File: config.mk
export PLATFORM = sky130hd
export DESIGN_NAME = serial_readout_sequencer
export DESIGN_NICKNAME = d
export VERILOG_FILES = /design/src/rtl/serial_readout_sequencer.sv
export SDC_FILE = /design/constraint.sdc
export NUM_CORES = 1
export LEC_CHECK = 0
export CORE_MARGIN = 5
export CORE_UTILIZATION = 45
export DETAILED_ROUTE_END_ITERATION = 8
export PLACE_DENSITY = 0.76
export SYNTH_ARGS = -nofsm -noshare
export SYNTH_HDL_FRONTEND = slang
export SYNTH_SLANG_ARGS = --single-unit
File: constraint.sdc
create_clock -name sclk -period 2.3 [get_ports sclk]
set_input_delay 0.69 -clock sclk [delete_from_list [all_inputs] [get_ports sclk]]
set_output_delay 0.69 -clock sclk [all_outputs]
set_load 0.1 [all_outputs]
File: src/rtl/serial_readout_sequencer.sv
// Serial-out mux with automatic channel scan for PSEC5 readout.
// Define SCAN_HEADER_EN to prefix each channel frame with an 8-bit header.
module serial_readout_sequencer #(
   parameter int N_CH       = 8,
   parameter int FRAME_BITS = 50
) (
   input  logic                      sclk,
   input  logic                      rstn,
   input  logic [N_CH-1:0]           raw_serial_out,
   input  logic                      wr_serial_out,
   input  logic [7:0]                mux_control_signal,
   input  logic [N_CH-1:0]           scan_mask,
   input  logic                      scan_start,
   output logic [N_CH-1:0]           load_cnt_ser,
   output logic                      serial_out,
   output logic                      scan_busy,
   output logic                      scan_done,
   output logic [$clog2(N_CH)-1:0]   cur_ch
);

   localparam int CW = $clog2(N_CH);

   typedef enum logic [1:0] {
      IDLE   = 2'd0,
      HEADER = 2'd1,
      SHIFT  = 2'd2,
      DONE   = 2'd3
   } state_t;

   state_t          state_q;
   logic [N_CH-1:0] mask_q;
   logic [CW-1:0]   cur_q;
   logic [7:0]      bit_cnt_q;
   logic [N_CH-1:0] load_q;
   logic            serial_q;
   logic            busy_q;
   logic            done_q;
   logic            man_bit;
   logic [CW:0]     first_d;
   logic [CW:0]     next_d;
   logic [6:0]      sel;
   logic            scan_en;

`ifdef SCAN_HEADER_EN
   logic [2:0]      hdr_cnt_q;
   logic [7:0]      hdr_word;
   assign hdr_word = {4'b1010, 4'(cur_q)};
`endif

   // {found, index} of the lowest set bit of m at or above from
   function automatic logic [CW:0] find_next(
      input logic [N_CH-1:0] m,
      input logic [CW:0]     from
   );
      logic [CW:0] r;
      r = '0;
      for (int i = N_CH - 1; i >= 0; i--)
         if (m[i] && ((CW+1)'(i) >= from))
            r = {1'b1, CW'(i)};
      return r;
   endfunction

   function automatic logic [N_CH-1:0] onehot(input logic [CW-1:0] c);
      return N_CH'(1) << c;
   endfunction

   assign sel     = mux_control_signal[6:0];
   assign scan_en = mux_control_signal[7];
   assign first_d = find_next(scan_mask, '0);
   assign next_d  = find_next(mask_q, {1'b0, cur_q} + (CW+1)'(1));

   always_comb begin
      man_bit = 1'b0;
      if (sel == 7'd0)
         man_bit = wr_serial_out;
      for (int i = 0; i < N_CH; i++)
         if (sel == 7'(i + 1))
            man_bit = raw_serial_out[i];
   end

   always_ff @(posedge sclk or negedge rstn) begin
      if (!rstn) begin
         state_q   <= IDLE;
         mask_q    <= '0;
         cur_q     <= '0;
         bit_cnt_q <= '0;
         load_q    <= '0;
         serial_q  <= 1'b0;
         busy_q    <= 1'b0;
         done_q    <= 1'b0;
`ifdef SCAN_HEADER_EN
         hdr_cnt_q <= '0;
`endif
      end else begin
         done_q <= 1'b0;
         unique case (state_q)
            IDLE: begin
               serial_q <= man_bit;
               load_q   <= '0;
               busy_q   <= 1'b0;
               if (scan_start && scan_en) begin
                  mask_q    <= scan_mask;
                  bit_cnt_q <= '0;
                  if (first_d[CW]) begin
                     cur_q  <= first_d[CW-1:0];
                     busy_q <= 1'b1;
`ifdef SCAN_HEADER_EN
                     hdr_cnt_q <= '0;
                     state_q   <= HEADER;
`else
                     load_q  <= onehot(first_d[CW-1:0]);
                     state_q <= SHIFT;
`endif
                  end else begin
                     done_q  <= 1'b1;
                     state_q <= DONE;
                  end
               end
            end
`ifdef SCAN_HEADER_EN
            HEADER: begin
               if (!scan_en) begin
                  state_q   <= IDLE;
                  load_q    <= '0;
                  busy_q    <= 1'b0;
                  serial_q  <= 1'b0;
                  bit_cnt_q <= '0;
               end else begin
                  serial_q  <= hdr_word[3'd7 - hdr_cnt_q];
                  hdr_cnt_q <= hdr_cnt_q + 3'd1;
                  if (hdr_cnt_q == 3'd7) begin
                     load_q  <= onehot(cur_q);
                     state_q <= SHIFT;
                  end
               end
            end
`endif
            SHIFT: begin
               if (!scan_en) begin
                  state_q   <= IDLE;
                  load_q    <= '0;
                  busy_q    <= 1'b0;
                  serial_q  <= 1'b0;
                  bit_cnt_q <= '0;
               end else begin
                  serial_q  <= raw_serial_out[cur_q];
                  bit_cnt_q <= bit_cnt_q + 8'd1;
                  if (bit_cnt_q == 8'(FRAME_BITS - 1)) begin
                     bit_cnt_q <= '0;
                     if (next_d[CW]) begin
                        cur_q <= next_d[CW-1:0];
`ifdef SCAN_HEADER_EN
                        load_q    <= '0;
                        hdr_cnt_q <= '0;
                        state_q   <= HEADER;
`else
                        load_q <= onehot(next_d[CW-1:0]);
`endif
                     end else begin
                        load_q  <= '0;
                        busy_q  <= 1'b0;
                        done_q  <= 1'b1;
                        state_q <= DONE;
                     end
                  end
               end
            end
            DONE: begin
               serial_q <= 1'b0;
               load_q   <= '0;
               state_q  <= IDLE;
            end
            default: state_q <= IDLE;
         endcase
      end
   end

   assign load_cnt_ser = load_q;
   assign serial_out   = serial_q;
   assign scan_busy    = busy_q;
   assign scan_done    = done_q;
   assign cur_ch       = cur_q;

endmodule

# After elaboration in Yosys (flattened, before gate mapping)
# Cells that the tools add are included.
# Widths: inputs -> output; s select.
[word_totals] reg_bits=32 out_inout_bits=14 input_bits=28 elab_cells=121
[op_classes] reduce_logical=19 magnitude_cmp=9 n_shift=2 n_eq_ne=18 muxes=63 n_addsub=2
[ops] operator="$mux 4" n=16
[ops] operator="$mux 8" n=8
[ops] operator="$eq 7x3->1 const B" n=4
[ops] operator="$pmux 8 s3" n=1
[ops] operator="$mux 1" n=22
[ops] operator="$ge 3x4->1 const A" n=4
[ops] operator="$pmux 8 s2" n=1
[ops] operator="$shl 1x3->8 const A" n=2
[ops] operator="$mux 3" n=5
[ops] operator="$eq 7x2->1 const B" n=2
[ops] operator="$ne 2x2->1 const B" n=5
[ops] operator="$logic_and 1x1->1" n=9
[ops] operator="$add 8x1->8 const B" n=1
[ops] operator="$eq 8x6->1 const B" n=1
[ops] operator="$ge 1x4->1 const A" n=2
[ops] operator="$ge 2x4->1 const A" n=2
[ops] operator="$mux 2" n=4
[ops] operator="$eq 7x1->1 const B" n=1
[ops] operator="$eq 7x4->1 const B" n=1
[ops] operator="$logic_not 7->1" n=1
[ops] operator="$ne 3x3->1 const B" n=2
[ops] operator="$pmux 3 s2" n=1
[ops] operator="$reduce_and 2->1" n=3
[ops] operator="$reduce_and 3->1" n=2
[ops] operator="11 further kinds" n=13

# Logic depth before layout (Yosys ltp)
# Gate-level depths: netlist (run 1).
[depth] depth_word=16 ltp_mapped=9 ltp_nobuf=8

# Worst setup path after synthesis (run 1)
# OpenSTA, ideal clock, no wires.
[synth_timing] path_kind="register to register" from="register cur_q[0], in the netlist cur_ch[0]" to="register cur_q[0], in the netlist cur_ch[0]" setup_slack_ps=-759 setup_time_ps=125 t_required_ps=2175 arrival_ps=2934 path_stages_with_launch=10 n_path_buf=1 synth_period_minus_slack_ps=3059 cell_sequence="dfrtp_1 > clkbuf_8 > inv_1 > ha_1 > a2bb2oi_1 > o221a_2 > a211oi_4 > nand3_1 > o311ai_2 > mux2_4"
[synth_via] elab_chain_cells=15 elab_cells_between_ends=31 cone_classes="add/sub (1); order compare (8); eq/ne (1); mux (12); reduce/logical (9)"
[synth_rtl] item="start, declared" line_no="32" rtl="logic [CW-1:0] cur_q;"
[synth_rtl] item="start signal, assigned" line_no="105" rtl="cur_q <= first_d[CW-1:0];"
[synth_rtl] item="start signal, assigned" line_no="151" rtl="cur_q <= next_d[CW-1:0];"
[synth_rtl] item="$add 3x1->4 *" line_no="70" rtl="assign next_d = find_next(mask_q, {1'b0, cur_q} + (CW+1)'(1));"
[synth_rtl] item="$ge 3x4->1" line_no="58" rtl="if (m[i] && ((CW+1)'(i) >= from))"
[synth_rtl] item="$logic_and 1x1->1" line_no="58"
[synth_rtl] item="$mux 4 (7 in a row)" line_no="58"
[synth_rtl] item="$mux 4 *" line_no="58"
[synth_rtl] item="$mux 3" line_no="150" rtl="if (next_d[CW]) begin"
[synth_rtl] item="$mux 3" line_no="148" rtl="if (bit_cnt_q == 8'(FRAME_BITS - 1)) begin"
[synth_rtl] item="$mux 3" line_no="139" rtl="if (!scan_en) begin"
[synth_rtl] item="$pmux 3 s2" line_no="96" rtl="unique case (state_q)"
# Mark *: on every way between the ends. The rest lies on a longest branch, timed or not. The select of a mux whose other input is x is not followed.
# A chain may end at the register's enable or synchronous reset.

# Final worst setup path (run 1)
[layout_timing] from="register cur_q[0], in the netlist cur_ch[0]" to="register load_q[4], in the netlist load_cnt_ser[4]"
[layout_via] elab_chain_cells=16 elab_cells_between_ends=30 cone_classes="add/sub (1); order compare (8); shift (1); mux (12); reduce/logical (8)"
[layout_rtl] item="$add 3x1->4 *" line_no="70"
[layout_rtl] item="$ge 3x4->1" line_no="58"
[layout_rtl] item="$logic_and 1x1->1" line_no="58"
[layout_rtl] item="$mux 4 (7 in a row)" line_no="58"
[layout_rtl] item="$mux 4 *" line_no="58"
[layout_rtl] item="$shl 1x3->8" line_no="64" rtl="return N_CH'(1) << c;"
[layout_rtl] item="$mux 8 *" line_no="150"
[layout_rtl] item="$mux 8 *" line_no="148"
[layout_rtl] item="$mux 8 *" line_no="139"
[layout_rtl] item="$pmux 8 s3 *" line_no="96"
[layout_rtl] item="end signal, assigned" line_no="111" rtl="load_q <= onehot(first_d[CW-1:0]);"
[layout_rtl] item="end signal, assigned" line_no="157" rtl="load_q <= onehot(next_d[CW-1:0]);"
[layout_rtl] item="end, declared" line_no="34" rtl="logic [N_CH-1:0] load_q;"
# Marks and branches as above.

==> results.sh, run 1 <==
export IMPL_nFillCells=393
export IMPL_hold_end="load_cnt_ser[1]$_DFFE_PN0P_"
export IMPL_status="completed"
export IMPL_dp_hpwl_mm=4.40
export IMPL_ff2ff_path_depth=9
export IMPL_root_buffer="clkbuf_8"
export IMPL_post_route_util_pct=65.6
export IMPL_wire_per_inst_um=16.5
export IMPL_clock_latency_ns=0.29
export IMPL_grt_pass1_vias=2010
export IMPL_hold_path_class="reg -> reg"
export IMPL_holdPathStages=2
export IMPL_drive_gt1_share_pct=32.6
export IMPL_n_antenna_cell=0
export IMPL_p_int_mw=1.67
export IMPL_dieHeight_um=79.3
export IMPL_place_area_um2=2890
export IMPL_cts_hold_buf=0
export IMPL_power_frac_comb_pct=54.2
export IMPL_post_route_period_util_pct=99.2
export IMPL_synth_seq_area_share_pct=37.1
export IMPL_final_cell_mix="43 x buf_4, 29 x dfrtp_1, 27 x clkdlybuf4s50_1"
export IMPL_netlist_area_um2=2160
export IMPL_multi_input_area_um2=1390
export IMPL_cp_arrival_ns=2.47
export IMPL_grt_max_degree=33
export IMPL_ys_flop_type="dfrtp_1"
export IMPL_cts_tree="built"
export IMPL_core_um2=4690
export IMPL_end_kind="register"
export IMPL_p_total_mw=2.84
export IMPL_p_per_area_nw_per_um2=924
export IMPL_fin_crit_ns=2.28
export IMPL_fin_nets=334
export IMPL_final_common_cell="buf_4"
export IMPL_clock_skew_ns=0.00924
export IMPL_drc=0
export IMPL_regToRegSetupSlack_ns=0.02
export IMPL_max_slew_margin_pct=62.7
export IMPL_syn_area_per_cell_um2=9.59
export IMPL_r2r_start="cur_ch[0]$_DFFE_PN0P_"
export IMPL_die_area_um2=6280
export IMPL_ant_nets=0
export IMPL_cts_buffers=5
export IMPL_rsz0062_at_grt="true"
export IMPL_syn_to_final_growth_pct=42.6
export IMPL_antenna_found_initial=0
export IMPL_synthCells=225
export IMPL_drv_cap=0
export IMPL_grt_usage_pct=19.0
export IMPL_dr_pass1_iters=4
export IMPL_drt_total_wl_mm=5.88
export IMPL_hold_path_startpoint="load_cnt_ser[1]$_DFFE_PN0P_"
export IMPL_gr_total_overflow=0
export IMPL_setup_worst_path_class="reg -> reg"
export IMPL_finalInstanceArea_um2=3080
export IMPL_power_switching_share_pct=41.2
export IMPL_fp_dieW_um=79.3
export IMPL_drv_slew=0
export IMPL_hold_viol_final=0
export IMPL_fmax_mhz=438
export IMPL_fin_setup_tns_ns=0
export IMPL_vias_per_cell=5.76
export IMPL_cts_sinks=32
export IMPL_dp_slack_ns=-0.290
export IMPL_ys_types=61
export IMPL_clk_path_buf_depth=2
export IMPL_start_util_pct=46.0
export IMPL_ios=42
export IMPL_critPathLaunchType="register"
export IMPL_seqCellArea_um2=810
export IMPL_worstPathMaxFanout=6
export IMPL_clock_power_share_pct=19.4
export IMPL_setup_viol=0
export IMPL_syn_nets=259
export IMPL_async_flop_share_pct=100
export IMPL_path_clk_slew_ns=0.08
export IMPL_reg2reg_to="load_cnt_ser[4]$_DFFE_PN0P_"
export IMPL_worst_slew_pin_slew_ns=0.558
export IMPL_ys_seq_elements=32
export IMPL_p_leak_nw=1.31
export IMPL_required_ns=2.49
export IMPL_yosysWarnings=0
export IMPL_drt_iter0_drc=124
export IMPL_synth_edf_count=0
export IMPL_io_buffer_count=41
export IMPL_cts_max_level=2
export IMPL_setup_ws_ns=0.0180
export IMPL_p_seq_share_pct=26.4
export IMPL_grt_first_pass_wirelength_mm=9.32
export IMPL_peakVddDrop_uv=435
export IMPL_vias=2045
export IMPL_num_rows=25
export IMPL_power_switching_mw=1.17
export IMPL_gp_routability_congestion=0.860
flip-flops by register name, indices dropped and copies added, names as in the netlist:
name / cells
scan_busy: 1
cur_ch: 3
serial_out: 1
scan_done: 1
mask_q: 8
load_cnt_ser: 8
bit_cnt_q: 8
state_q: 2
cell type report:
cell class              count  share of cell area, %
clock inverters             3                   1.38
repair buffers             74                   21.6
multi-input cells         178                   45.1
clock buffers               5                   2.24
flip-flops and latches     32                   26.3
inverters                   9                   1.18
well taps                  54                   2.20
cells in the mapped netlist (3+ instances only):
master	number	area share, %
a22oi_1	3	1.0
nor2_1	12	2.1
mux2_2	9	4.7
inv_1	9	1.6
o31ai_1	4	1.4
and2_1	3	0.87
clkbuf_1	3	0.52
o21ai_0	23	5.3
nand3_1	10	2.3
nand2_1	24	4.2
o21ai_1	3	0.70
and3b_1	3	1.2
ha_1	6	3.5
a21oi_1	6	1.4
dfrtp_1	32	37
nand2b_1	8	2.3
a31oi_1	5	1.4
nor2b_1	3	0.87
mux2i_1	4	1.9
nor3b_1	3	1.0
worst max-delay path: stages (launching register included):
cell       delay, ns
dfrtp_4         0.49
buf_12          0.12
inv_4           0.03
ha_4            0.28
a2bb2oi_2       0.14
o221a_4         0.22
a221oi_2        0.04
a311o_2         0.40
a21bo_2         0.21
a31o_2          0.23
per-layer routing:
| layer | GRT usage (%) | up-vias | part of all wire [%] | wire [um] |
|---|---|---|---|---|
| li1 | - | 992 | - | - |
| met1 | 22.9 | 997 | 43 | 2540 |
| met2 | 33.6 | 51 | 50 | 2920 |
| met3 | 5.22 | 5 | 6.2 | 367 |
| met4 | 4.64 | 0 | 0.71 | 42 |
| met5 | 0 | - | 0 | 0 |
metrics by stage:
stage | std cells | hold WS, ns
finish | 355 | 0.488
global route | 355 | 0.531
CTS | 353 | 0.492
detailed placement | 345 | 0.476
global placement | 345 | 0.468
floorplan | 225 | 0.394
how the worst max path moves through the flow:
stage,cells after the start,startpoint,slack (ns),to
2_1_floorplan,9,cur_ch[0]$_DFFE_PN0P_,-0.18,cur_ch[0]$_DFFE_PN0P_
3_3_place_gp,5,scan_mask[4],-0.22,cur_ch[0]$_DFFE_PN0P_
3_5_place_dp,5,scan_mask[4],-0.29,cur_ch[0]$_DFFE_PN0P_
4_1_cts,7,cur_ch[0]$_DFFE_PN0P_,0.009,cur_ch[0]$_DFFE_PN0P_
5_1_grt,9,cur_ch[0]$_DFFE_PN0P_,-0.04,load_cnt_ser[4]$_DFFE_PN0P_
6_report,9,cur_ch[0]$_DFFE_PN0P_,0.02,load_cnt_ser[4]$_DFFE_PN0P_
cells by family after synthesis:
kind of cell,after synthesis,share of synthesized area [%]
flops,32,37.1
fa+ha+maj,6,3.48
compound gates,73,24.9
mux,16,9.33
xor+xnor,2,0.812
buf+inv,15,3.59
simple gates,81,20.8
timing repair:
action / 4_1_cts / 5_1_grt
resized for setup: 3 / 10
buffers inserted: 0 / 2
endpoints found under the setup margin: 1 / 10
pin swaps: 1 / 7
power groups by stage:
stage                     combinational (mW)  clock (mW)  sequential [mW]
final                                   1.54       0.551            0.751
after global routing                    1.63       0.592            0.761
after CTS                               1.47       0.555            0.742
after detailed placement                1.44           0            0.753
after global placement                  1.42           0            0.748
after floorplan                        0.678           0             1.03
Power figures use the tool's default switching activity.
==> run 2, diff against run 1 <==
--- a/config.mk
+++ b/config.mk
@@ -5,10 +5,11 @@
 export SDC_FILE = /design/constraint.sdc
 export NUM_CORES = 1
 export LEC_CHECK = 0
+export CORE_ASPECT_RATIO = 0.8
 export CORE_MARGIN = 5
 export CORE_UTILIZATION = 45
 export DETAILED_ROUTE_END_ITERATION = 8
-export PLACE_DENSITY = 0.76
+export PLACE_DENSITY = 0.73
 export SYNTH_ARGS = -nofsm -noshare
 export SYNTH_HDL_FRONTEND = slang
 export SYNTH_SLANG_ARGS = --single-unit
==> constraint.sdc (replaced) <==
create_clock -name sclk -period 2.7 [get_ports sclk]
set_input_delay 0.81 -clock sclk [delete_from_list [all_inputs] [get_ports sclk]]
set_output_delay 0.81 -clock sclk [all_outputs]
set_load 0.1 [all_outputs]
==> run 2 against run 1 <==
Utilization decreased by 5.2 points. Worst hold slack worse by 0.0071 ns. Sequential power down 15%. Final area fell by 9.2%. Wire length shrank 7.5%. Global-route usage fell by 0.64 points. Critical path type unchanged. Highest routed layer unchanged.
==> results.sh, run 2 (synthesized netlist as in run 1, its figures left out) <==
export IMPL_status="completed"
export IMPL_rsz0062_at_grt="false"
export IMPL_setup_viol=0
export IMPL_hold_path_startpoint="load_cnt_ser[1]$_DFFE_PN0P_"
export IMPL_fp_dieW_um=87.4
export IMPL_setup_worst_path_class="reg -> reg"
export IMPL_worst_slew_pin_slew_ns=0.411
export IMPL_wire_per_inst_um=15.8
export IMPL_ios=42
export IMPL_root_buffer="clkbuf_8"
export IMPL_vias=1947
export IMPL_core_um2=4620
export IMPL_p_leak_nw=1.18
export IMPL_grt_usage_pct=18.4
export IMPL_drt_iter0_drc=127
export IMPL_cp_arrival_ns=2.59
export IMPL_hold_path_class="reg -> reg"
export IMPL_gp_routability_congestion=0.827
export IMPL_p_per_area_nw_per_um2=746
export IMPL_gr_usage_met2_pct=27.5
export IMPL_ant_nets=0
export IMPL_drt_total_wl_mm=5.44
export IMPL_path_clk_slew_ns=0.07
export IMPL_clock_latency_ns=0.28
export IMPL_dp_hpwl_mm=4.17
export IMPL_end_kind="register"
export IMPL_grt_max_degree=33
export IMPL_n_antenna_cell=0
export IMPL_clk_path_buf_depth=2
export IMPL_cts_tree="built"
export IMPL_vias_per_cell=5.68
export IMPL_max_slew_margin_pct=72.5
export IMPL_start_util_pct=46.7
export IMPL_fin_crit_ns=2.42
export IMPL_drc=0
export IMPL_finalInstanceArea_um2=2790
export IMPL_drive_gt1_share_pct=23.7
export IMPL_syn_to_final_growth_pct=29.4
export IMPL_r2r_start="cur_ch[0]$_DFFE_PN0P_"
export IMPL_top_usage_layer="met2"
export IMPL_cts_sinks=32
export IMPL_worstPathMaxFanout=12
export IMPL_peakVddDrop_uv=316
export IMPL_clock_skew_ns=0.00823
export IMPL_num_rows=22
export IMPL_dieHeight_um=71.9
export IMPL_final_common_cell="dfrtp_1"
export IMPL_gr_total_overflow=0
export IMPL_post_route_period_util_pct=89.6
export IMPL_drv_slew=0
export IMPL_grt_pass1_vias=1942
export IMPL_fin_nets=316
export IMPL_cts_max_level=2
export IMPL_ctsResizeCount=0
export IMPL_critPathLaunchType="register"
export IMPL_fmax_mhz=413
export IMPL_hold_viol_final=0
export IMPL_dr_pass1_iters=4
export IMPL_antenna_found_initial=0
export IMPL_final_cell_mix="30 x dfrtp_1, 29 x buf_4, 27 x clkdlybuf4s50_1"
export IMPL_io_buffer_count=41
export IMPL_place_area_um2=2680
export IMPL_drv_cap=0
export IMPL_crit_start="cur_ch[0]$_DFFE_PN0P_"
export IMPL_grt_use_met3_pct=7.04
export IMPL_cts_buffers=5
export IMPL_fin_setup_tns_ns=0
export IMPL_required_ns=2.87
export IMPL_cts_hold_buf=0
export IMPL_grtUsageMet1_pct=24.8
export IMPL_cts_setup_buffers=0
export IMPL_grt_first_pass_wirelength_mm=9.07
export IMPL_die_area_um2=6290
==> run 2: cell types whose count changed in the layout (fill, tap and decap cells not counted), sizes merged <==
| cell | before | now |
|---|---|---|
| buf | 47 | 29 |
==> run 2: path summary, 6_finish.rpt <==
path                            cells past startpoint                     endpoint  slack (ns)
worst max register to register                      7  load_cnt_ser[4]$_DFFE_PN0P_        0.28
max in group asynchronous                           2        cur_ch[0]$_DFFE_PN0P_        1.45
worst max-delay path                                7  load_cnt_ser[4]$_DFFE_PN0P_        0.28
worst min register to register                      2  load_cnt_ser[1]$_DFFE_PN0P_        0.48
worst min-delay path                                2  load_cnt_ser[1]$_DFFE_PN0P_        0.48
min in group asynchronous                           2        mask_q[5]$_DFFE_PN0P_        0.92
==> run 2: area by class of cell <==
| cell class | instances | area, um^2 |
|---|---|---|
| clock inverter | 3 | 42.5 |
| sequential | 32 | 806 |
| clock buffer | 5 | 68.8 |
| multi-input combinational | 178 | 1280 |
| timing repair buffer | 56 | 488 |
| inverter | 9 | 33.8 |
| tap | 60 | 75.1 |
| fill | 378 | 1830 |
==> run 2: where the power goes <==
group	switching (mW)	internal [mW]	total, mW
clock network	0.187	0.273	0.460
logic	0.598	0.386	0.984
registers	0.0929	0.548	0.641
total	0.877	1.21	2.08
==> run 2: layer usage <==
| layer | routed length, um | up-vias | share of wire (%) |
|---|---|---|---|
| met5 | 0 | - | 0 |
| met4 | 89 | 0 | 1.6 |
| met3 | 450 | 10 | 8.3 |
| met2 | 2400 | 68 | 44 |
| met1 | 2490 | 906 | 46 |
| li1 | - | 963 | - |
==> run 2: through the flow <==
step	util [%]	setup slack (ns)	hold slack [ns]	cells	total power [mW]
global route	60.4	0.184	0.522	343	2.21
floorplan	-	0.0925	0.464	225	1.38
global placement	58.0	0.135	0.465	335	1.62
detailed placement	58.0	0.0857	0.471	335	1.63
finish	60.4	0.281	0.481	343	2.08
CTS	60.4	0.277	0.487	343	2.09
==> run 2: critical path: stages (launching register included) <==
cell      delay (ns)
dfrtp_4         0.55
ha_1            0.29
or2_2           0.30
o21ai_2         0.13
a221oi_1        0.14
a311o_2         0.43
a21bo_2         0.22
a31o_2          0.24
==> patch 1, RTL diff (config.mk and constraints of run 1) <==
The option `SCAN_HEADER_EN` is turned on by a define.
--- a/src/rtl/serial_readout_sequencer.sv
+++ b/src/rtl/serial_readout_sequencer.sv
@@ -1,4 +1,6 @@
 // Serial-out mux with automatic channel scan for PSEC5 readout.
 // Define SCAN_HEADER_EN to prefix each channel frame with an 8-bit header.
+`define SCAN_HEADER_EN
+
 module serial_readout_sequencer #(
    parameter int N_CH       = 8,
Check against the original RTL: not equivalent (a bounded check fails within 4 cycles, from zero or initial values and one cycle with rstn low).
==> patch 1 against run 1 <==
- the run now ends with negative setup slack left
- sequential share of layout area increased by 0.62 points
- wire length rose by 3.9%
- design area grew 7.1%
- critical path depth is 1 lower
- power increased by 30%
- first-iteration DRC count is 26% higher
- sequential cell count rose by 3
- die area rose by 6.9%
- count of clock-buffer cells in the layout increased by 1
- setup slack worse by 0.042 ns
- global-route usage grew 0.41 points
- area after synthesis up 7.9%
==> patch 1: results (changes against run 1) <==
[status]
status = complete, but fails checks
violations = negative setup slack

[yosys]
synth_cell_types = 42  ; -31%
yosysSeqAreaShare = 0.376  ; +0.00493
synth.net_count = 311  ; +20%
synthTopCellsByArea = dfrtp_1, ha_1, nand2_1, o21ai_0, a21oi_1
synth_commonest_cells = nand2_1, dfrtp_1, o21ai_0
syn_avg_cell_area_um2 = 8.73  ; -9.0%

[timing]
setup_viol = 1  ; +1
setup_tns_ns = -0.0240  ; -0.0240 ns
whs_ns = 0.511  ; +0.0226 ns
clock_skew_ns = 0.00642  ; -0.00282 ns
worst_pin_slew_ns = 0.453  ; -0.106 ns
fin_ws_ns = -0.0240  ; -0.0420 ns

[setup_path]
worstPathArrival_ns = 2.50  ; +0.03 ns
max_stage_delay_ns = 0.44  ; -0.05 ns
crit_family = simple AND/OR/NAND/NOR gates
r2r_start = bit_cnt_q[1]
r2r_cells = 8  ; -1
crit_path_max_fanout = 2  ; -4
crit_slowest_cell = or4b_1

[clock_network]
clockRootBuffer = clkbuf_8
cts_resized = 0  ; -3
clk_pin_slew_ns = 0.07

[power]
p_leak_nw = 1.47  ; +12%
pg_seq_w = 0.000926  ; +23%
ir_drop_uv = 557  ; +28%
intPower_w = 0.00200  ; +19%
net-switching-power_w = 0.00171  ; +46%

[layout]
drive_above_1_share = 0.274  ; -0.0515
fin_nets = 387  ; +16%

[route]
drt_iter0_markers = 156  ; +26%
viasPerCell = 5.51  ; -4.3%
wl_um = 6110  ; +3.9%
routedWlPerCell_um = 14.8  ; -11%

[placed_design]
place_area_um2 = 3100  ; +7.2%
dp_slack_ns = -0.135  ; +0.155 ns
hpwlAfterDp_um = 4660  ; +5.8%
place_inst = 400  ; +16%
routabilityCongestion = 0.811  ; -5.7%

[grt]
grt_pass1_wl_um = 10100  ; +8.7%
grt_max_degree = 36  ; +9.1%
grt_usage = 0.194  ; +0.00407
grt_pass1_vias = 2269  ; +13%

[min_path]
hp-start = bit_cnt_q[7]
min_to = bit_cnt_q[7]
min_path_cells = 1  ; -1

## patch 1: changes by cell type after synthesis, sizes merged, moves of 5 or more
cell,run 1,this run
clkbuf,4,12
ha,6,16
nand2,25,36
nand2b,8,3
nor2,12,17
nand3,10,16
nand4,1,6
a21oi,6,19
## patch 1: worst max-delay path by stage
stage / cells past startpoint / startpoint / endpoint
2_1_floorplan: 9 / bit_cnt_q[1] / cur_ch[1]
3_3_place_gp: 8 / scan_mask[6] / cur_ch[1]
3_5_place_dp: 8 / mux_control_signal[7] / bit_cnt_q[7]
4_1_cts: 8 / bit_cnt_q[1] / cur_ch[1]
5_1_grt: 8 / bit_cnt_q[1] / cur_ch[1]
6_report: 8 / bit_cnt_q[1] / cur_ch[1]
## patch 1: worst reg2reg max path, stage by stage (launching register included)
cell      delay (ns)
dfrtp_1         0.38
inv_1           0.05
ha_1            0.12
or4b_1          0.44
or3_4           0.34
o21a_1          0.20
a211oi_4        0.21
o211ai_2        0.15
mux2_4          0.32
## patch 1: layer usage
layer | global-route usage | part of all wire | wire length [um] | up-vias
li1 | - | - | - | 1103
met1 | 0.227 | 0.41 | 2520 | 1090
met2 | 0.350 | 0.52 | 3190 | 70
met3 | 0.0362 | 0.045 | 272 | 13
met4 | 0.0748 | 0.020 | 122 | 0
met5 | 0 | 0 | 0 | -
## patch 1: cells by family after synthesis
family          count (synthesis)  share of synthesized area
simple gates                  103                      0.213
compound gates                 70                      0.187
flops                          35                      0.376
buf+inv                        24                     0.0392
mux                            19                     0.0988
fa+ha+maj                      16                     0.0859
## patch 1: area by class of cell
type                    instances  area (um^2)
inverters                      12         45.0
flip-flops and latches         35          887
multi-input cells             208         1460
clock buffers                   6         82.6
clock inverters                 1         5.00
fillers                       427         1780
repair buffers                 81          726
well taps                      70         87.6
==> patch 2, RTL diff (config.mk and constraints of run 1) <==
Without the edit above. Register the output `load_cnt_ser` once more, with the module's reset; this adds one clock of latency there. The other outputs are not delayed to match.
--- a/src/rtl/serial_readout_sequencer.sv
+++ b/src/rtl/serial_readout_sequencer.sv
@@ -176,5 +176,11 @@
    end
 
-   assign load_cnt_ser = load_q;
+   always_ff @(posedge sclk or negedge rstn) begin
+      if (!rstn) begin
+         load_cnt_ser <= '0;
+      end else begin
+         load_cnt_ser <= load_q;
+      end
+   end
    assign serial_out   = serial_q;
    assign scan_busy    = busy_q;
Function: changed (Yosys sat finds a counterexample within 4 cycles, from zero or initial values and one cycle with rstn low).
==> patch 2 against run 1 <==
- wire length rose by 15%
- global-route usage rose by 2.5 points
- power rose by 0.96%
- maximum frequency fell by 0.73%
- count of clock-buffer cells in the layout rose by 1
- die area rose by 6.9%
- design area rose by 13%
- setup slack got worse by 0.017 ns
- sequential cell count rose by 8
- area after synthesis rose by 7.9%
==> patch 2: results (changes against run 1) <==
[grt]
grt_max_degree = 21  ; -36%
grt_pass1_vias = 2359  ; +17%
grt_usage = 0.215  ; +0.0250

[layout]
fin_nets = 372  ; +11%
final_cells = 409  ; +15%
drive_above_1_share = 0.339  ; +0.0137

[status]
status = complete, no violations

[setup_path]
max_stage_delay_ns = 0.47  ; -0.02 ns
crit_family = simple AND/OR/NAND/NOR gates

[power]
net-switching-power_w = 0.00114  ; -2.8%
ir_drop_uv = 768  ; +77%

[yosys]
synthTopCellsByArea = dfrtp_1, o21ai_0, nand2_1, ha_1, nor2_1
synth.net_count = 283  ; +9.3%
yosysSeqAreaShare = 0.430  ; +0.0586
synth_cell_types = 54  ; -11%

[placed_design]
place_inst = 398  ; +15%
routabilityCongestion = 0.896  ; +4.1%
hpwlAfterDp_um = 5140  ; +17%
dp_slack_ns = -0.328  ; -0.0375 ns

[min_path]
hp-class = in2async

[route]
wl_met3_um = 404  ; +10%
drt_iter0_markers = 116  ; -6.5%
wl_met2_um = 3350  ; +15%
wl_met1_um = 2820  ; +11%
wl_um = 6730  ; +15%
num_vias = 2285  ; +12%

[timing]
relSlewSlack = 0.688  ; +0.0615

==> patch 2: path summary, 6_finish.rpt <==
path	from	end	slack, ns	cells after the start
max	bit_cnt_q[1]	cur_ch[2]	0.001	6
min	rstn	load_q[2]	0.32	1
max reg2reg	bit_cnt_q[1]	cur_ch[2]	0.001	6
max in group asynchronous	rstn	mask_q[0]	1.44	2
min in group sclk	load_q[1]	load_cnt_ser[1]	0.38	0
min reg2reg	load_q[1]	load_cnt_ser[1]	0.38	0
==> patch 2: metrics by stage <==
| stage | cell area [um^2] | power [W] |
|---|---|---|
| after floorplan | 2420 | 0.00171 |
| after global placement | 3220 | 0.00214 |
| after detailed placement | 3220 | 0.00217 |
| after CTS | 3340 | 0.00274 |
| after global routing | 3470 | 0.00302 |
| final | 3470 | 0.00287 |
==> patch 2: final cells by class <==
type / instances / area [um^2]
clock buffer: 6 / 72.6
clock inverter: 2 / 35.0
fill: 392 / 1610
inverter: 12 / 47.5
multi-input combinational: 189 / 1440
sequential: 40 / 1010
tap: 70 / 87.6
timing repair buffer: 90 / 779
==> patch 2: layer usage <==
layer,global-route usage,vias up
met5,0,-
met4,0.0748,0
met3,0.0373,13
met2,0.377,81
met1,0.265,1084
li1,-,1107
==> patch 2: power by group through the flow <==
stage,clock network [W],logic [W],registers [W]
after global routing,0.000612,0.00150,0.000906
final,0.000566,0.00141,0.000894
after detailed placement,0,0.00127,0.000895
after global placement,0,0.00125,0.000895
after floorplan,0,0.000600,0.00111
after CTS,0.000570,0.00128,0.000884
==> patch 2: cells by family after synthesis <==
group           synth area share
compound gates             0.231
mux                       0.0575
xor+xnor                 0.00376
buf+inv                   0.0328
fa+ha+maj                 0.0322
flops                      0.430
simple gates               0.213
==> patch 2: repair_timing <==
item / CTS / global route
pin swaps: 3 / 10
endpoints found under the setup margin: 6 / 15
resized for setup: 3 / 25
cloned: 0 / 0
setup buffers: 0 / 3
